===== src/rtl/fp16_sequential_subtractor.sv =====
// Multi-cycle FP16 magnitude subtractor (|A| - |B|), with one left-normalization step per clock.
// Define FPSUB_GUARD_BIT_EN to keep one guard bit from the alignment shift.
module fp16_sequential_subtractor #(
    parameter int EXP_W = 5,
    parameter int MAN_W = 10
) (
    input  logic                   clk,
    input  logic                   rst_n,
    input  logic                   in_valid,
    output logic                   in_ready,
    input  logic [EXP_W+MAN_W:0]   a_in,
    input  logic [EXP_W+MAN_W:0]   b_in,
    output logic                   out_valid,
    input  logic                   out_ready,
    output logic [EXP_W+MAN_W:0]   result,
    output logic                   flag_zero,
    output logic                   flag_underflow
);
    localparam int MW = MAN_W + 1;
    localparam int FW = EXP_W + MAN_W;

    typedef enum logic [1:0] {IDLE, ALIGN, NORM, DONE} state_t;

    state_t           state_q, state_d;
    logic [FW-1:0]    a_q, a_d, b_q, b_d;
    logic             sign_q, sign_d;
    logic [EXP_W-1:0] exp_q, exp_d;
    logic [MW-1:0]    diff_q, diff_d;
    logic [FW:0]      result_q, result_d;
    logic             zero_q, zero_d;
    logic             uf_q, uf_d;

    // Operand sign bits carry no meaning for a magnitude subtraction.
    logic unused_sign;
    assign unused_sign = &{1'b0, a_in[FW], b_in[FW]};

    logic [EXP_W-1:0] ea, eb, e_big, e_small, d_amt;
    logic [MW-1:0]    ma, mb, m_big, m_small, align_diff;
    logic             b_gt_a, ins_bit;

    assign ea      = a_q[FW-1:MAN_W];
    assign eb      = b_q[FW-1:MAN_W];
    assign ma      = {1'b1, a_q[MAN_W-1:0]};
    assign mb      = {1'b1, b_q[MAN_W-1:0]};
    assign b_gt_a  = {eb, mb} > {ea, ma};
    assign e_big   = b_gt_a ? eb : ea;
    assign e_small = b_gt_a ? ea : eb;
    assign m_big   = b_gt_a ? mb : ma;
    assign m_small = b_gt_a ? ma : mb;
    assign d_amt   = e_big - e_small;

`ifdef FPSUB_GUARD_BIT_EN
    logic          guard_q, guard_d, align_guard;
    logic [MW:0]   small_ext, diff_ext;

    // Shifting {m_small,0} keeps the first dropped bit in the LSB.
    assign small_ext   = {m_small, 1'b0} >> d_amt;
    assign diff_ext    = {m_big, 1'b0} - small_ext;
    assign align_diff  = diff_ext[MW:1];
    assign align_guard = diff_ext[0];
    assign ins_bit     = guard_q;
`else
    assign align_diff  = m_big - (m_small >> d_amt);
    assign ins_bit     = 1'b0;
`endif

    always_comb begin
        state_d  = state_q;
        a_d      = a_q;
        b_d      = b_q;
        sign_d   = sign_q;
        exp_d    = exp_q;
        diff_d   = diff_q;
        result_d = result_q;
        zero_d   = zero_q;
        uf_d     = uf_q;
`ifdef FPSUB_GUARD_BIT_EN
        guard_d  = guard_q;
`endif
        case (state_q)
            IDLE: begin
                if (in_valid) begin
                    a_d     = a_in[FW-1:0];
                    b_d     = b_in[FW-1:0];
                    state_d = ALIGN;
                end
            end
            ALIGN: begin
                sign_d  = b_gt_a;
                exp_d   = e_big;
                diff_d  = align_diff;
`ifdef FPSUB_GUARD_BIT_EN
                guard_d = align_guard;
`endif
                state_d = NORM;
            end
            NORM: begin
                if (diff_q == '0) begin
                    result_d = '0;
                    zero_d   = 1'b1;
                    state_d  = DONE;
                end else if (diff_q[MAN_W]) begin
                    result_d = {sign_q, exp_q, diff_q[MAN_W-1:0]};
                    state_d  = DONE;
                end else if (exp_q == EXP_W'(1)) begin
                    // Smallest normal exponent reached: flush instead of going subnormal.
                    result_d = '0;
                    uf_d     = 1'b1;
                    state_d  = DONE;
                end else begin
                    diff_d   = {diff_q[MAN_W-1:0], ins_bit};
                    exp_d    = exp_q - EXP_W'(1);
`ifdef FPSUB_GUARD_BIT_EN
                    guard_d  = 1'b0;
`endif
                end
            end
            DONE: begin
                if (out_ready) begin
                    zero_d  = 1'b0;
                    uf_d    = 1'b0;
                    state_d = IDLE;
                end
            end
            default: state_d = IDLE;
        endcase
    end

    always_ff @(posedge clk or negedge rst_n) begin
        if (!rst_n) begin
            state_q  <= IDLE;
            a_q      <= '0;
            b_q      <= '0;
            sign_q   <= 1'b0;
            exp_q    <= '0;
            diff_q   <= '0;
            result_q <= '0;
            zero_q   <= 1'b0;
            uf_q     <= 1'b0;
`ifdef FPSUB_GUARD_BIT_EN
            guard_q  <= 1'b0;
`endif
        end else begin
            state_q  <= state_d;
            a_q      <= a_d;
            b_q      <= b_d;
            sign_q   <= sign_d;
            exp_q    <= exp_d;
            diff_q   <= diff_d;
            result_q <= result_d;
            zero_q   <= zero_d;
            uf_q     <= uf_d;
`ifdef FPSUB_GUARD_BIT_EN
            guard_q  <= guard_d;
`endif
        end
    end

    assign in_ready       = (state_q == IDLE);
    assign out_valid      = (state_q == DONE);
    assign result         = result_q;
    assign flag_zero      = zero_q;
    assign flag_underflow = uf_q;
endmodule


===== config.mk =====
export PLATFORM = sky130hd
export DESIGN_NAME = fp16_sequential_subtractor
export DESIGN_NICKNAME = d
export VERILOG_FILES = /design/src/rtl/fp16_sequential_subtractor.sv
export SDC_FILE = /design/constraint.sdc
export NUM_CORES = 1
export LEC_CHECK = 0
export BUFFER_PORTS_ARGS = -buffer_cell sky130_fd_sc_hd__buf_4
export CAP_MARGIN = 15
export CORE_MARGIN = 2
export CORE_UTILIZATION = 50
export CTS_CLUSTER_DIAMETER = 120
export CTS_CLUSTER_SIZE = 28
export DETAILED_ROUTE_END_ITERATION = 16
export GPL_TIMING_DRIVEN = 0
export PLACE_DENSITY = 0.73
export SETUP_SLACK_MARGIN = 0.15
export SYNTH_ARGS = -nofsm -noshare
export SYNTH_HDL_FRONTEND = slang
export SYNTH_SLANG_ARGS = --single-unit

===== constraint.sdc =====
create_clock -name clk -period 5.3 [get_ports clk]
set_input_delay 0.265 -clock clk [delete_from_list [all_inputs] [get_ports clk]]
set_output_delay 0.265 -clock clk [all_outputs]
set_load 0.005 [all_outputs]

==> metrics.txt <==
status=finished with violations; failing checks=setup timing; Die Wd=99.4 um; mux contribution to synthesized area=14.2%; final slew viol count=0; H-tree lvl count=3; Synthesized Nets=539; Syn-to-layout area delta=34.4%; largest family of logic cells by synthesized area=compound AO/OA/AOI/OAI gates; RePlAce Congestion=0.905; Crit. End Element=flop; share of the synthesized area in the top cell type=36.9%; adder-cell share of the synthesized area=9.24%; placed cells=631; drt wl/cell=17.9 um; fmax=185 MHz; initial antenna violation count=0; first-pass GRT wire length=20000 um; Post-Layout Cell Count=708; post-synthesis cell type count=60; Area after DPL=0.00514 sq mm; Cell Area, Synth=0.00455 sq mm; core area=0.00876 sq mm; Most common cell on crit path=buf_4; Chip Height=99.4 um; overall global routing resource usage=25.3%; Worst Tran Pin Value=1.01 ns; global route overflow=0; Post-Synth Simple-Gate Area=14.0%; top post-synthesis cells by area=dfrtp_1, ha_1, mux2_2, mux2i_1, a21oi_1; layout cell share with drive strength beyond 1=38.5%; Clk pin slew, worst setup/hold paths=0.08 ns; ys flop type=dfrtp_1; total CTS buffers=9; Synth area leader=dfrtp_1; Nets=664; critical path class=reg2reg; post-route ant nets=0; #FFs+latches synth=67; # fillers=630; vias in the first global route=4245; Fin. Hold Viols=0; CTS Root Cell=clkbuf_8; fin worst setup slack=-0.112 ns; crit path max fanout=2; metal3 WL=754 um; met1 WL=5150 um; Slowest-stage cell, CP=a2111o_1; CTS Sinks=67; fin crit period=5.41 ns; Avg Vias per Cell=5.94; DR pass1 iterations=6; WP data arrival=5.62 ns; diode count=0; Worst EP required=5.51 ns; unrepaired setup endpoints after global routing=yes; clk_skew=0.0147 ns; Cells after Synth=470; met2 WL=6320 um; CTS tree=built; Max-slew headroom=32.2%; later-pin clock latency in the skew report=0.35 ns; critical path's largest stage delay=0.42 ns; Async SR Flop Fraction=100%; xor and xnor area share after synthesis=1.51%; commonest non-fill, non-tap cells in the layout=buf_4, dfrtp_1, nand2_1; drt total wl=12700 um; max layer used=met4; Max clock buf depth=2; post-route DRC violation count=0; Setup crit start kind=flop; r2r startpoint=a_q[1]; worst hold path type=in2async; EDFF count, synth=0; Boundary Pins=56; largest net degree at the start of global routing=68; worst setup path start=a_q[1]; Seq/Total Area, Yosys=36.9%; final worst-path cycle share=102%; final setup vio count=5; pre-CTS setup slack=-0.411 ns; Initial Utilization=51.9%; Final HPWL DP=8160 um; commonest non-fill, non-tap cell in the layout=buf_4; max_cap viols=0; syn avg cell area=9.68 sq um; synth warn=0; PortBufs=53; Compound-Gate Fraction of Synth Area=19.6%; die area=0.00988 sq mm; Finished Cell Area=0.00611 sq mm; row count=34; setup_tns=-0.296 ns; Initial DRC Count=216; via count=4208
[synth_stat cells, types with 3 or more instances]
library cell,instances
inv_1,28
nand3b_1,3
xnor2_1,4
a211oi_1,4
mux2i_1,24
o211ai_1,6
nor2b_1,6
nand2b_1,5
a22o_1,19
o21ai_0,27
a21oi_1,37
buf_2,4
and3_1,3
ha_1,32
a21boi_0,3
nor4_1,4
clkbuf_1,16
a22oi_1,4
and2_1,3
a21o_1,7
nand3_1,13
mux2_2,32
nor2_1,28
o21a_1,3
nor3_1,6
dfrtp_1,67
nand2_1,37
a31oi_1,3
[path summary, 6_finish.rpt]
path | to | slack, ns | cells after the start
setup / recovery | diff_q[9] | -0.11 | 37
hold / removal | result[15] | 0.002 | 1
hold reg to reg | result[7] | 0.51 | 1
setup reg to reg | diff_q[9] | -0.11 | 37
min in group clk | b_q[11] | 0.14 | 2
max in group asynchronous | b_q[10] | 4.68 | 1
[metal layers]
layer	vias up	track usage, %
met2	157	44.1
met3	39	5.62
met4	0	9.38
li1	1969	-
met5	-	0
met1	2043	30.6
[cell type report]
class                      count  area [sq um]  share of cell area, %
clock buffer                  13           159                   2.60
sequential                    67          1680                   27.4
tap                          108           135                   2.21
timing repair buffer         114           867                   14.2
inverter                      28           105                   1.72
buffer                        23           118                   1.92
multi-input combinational    352          3010                   49.2
clock inverter                 3          46.3                  0.757
[critical path: cells and delay by family, from the launching register on]
family                   cells  cell delay [ns]
AND/OR/NAND/NOR              3             0.29
buffers and inverters       24             2.90
flip-flops                   1             0.38
AO/OA/AOI/OAI                9             1.47
adder cells (fa/ha/maj)      1             0.24
[cells by family after synthesis]
family / after synthesis
AOI/OAI and AO/OA: 130
and+or+nand+nor: 124
DFF: 67
muxes: 58
buffers and inverters: 51
adders and majority gates: 33
xor gates and xnor gates: 7
[sequential cells by signal (all words and copies together) (netlist names)]
register,cells
result,16
a_q,15
b_q,15
diff_q,11
exp_q,5
state_q,2
flag_underflow,1
flag_zero,1
sign_q,1
[stage by stage]
step	util [%]	hold WS, ns
detailed placement	58.7	0.425
global route	69.8	0.0980
finish	69.8	0.00229
CTS	67.2	0.0529
floorplan	-	-0.0306
global placement	58.7	0.418
[timing repair]
| item | 4_1_cts | 5_1_grt |
|---|---|---|
| pin swaps | 30 | 15 |
| cloned | 0 | 0 |
| setup endpoints to repair | 5 | 8 |
| setup buffers | 51 | 10 |
| hold buffers | 0 | 0 |
| resized for setup | 35 | 32 |
Power is left out: the tool's default activity adds up to more than one toggle a clock period on the data nets, which glitch-free logic cannot reach.
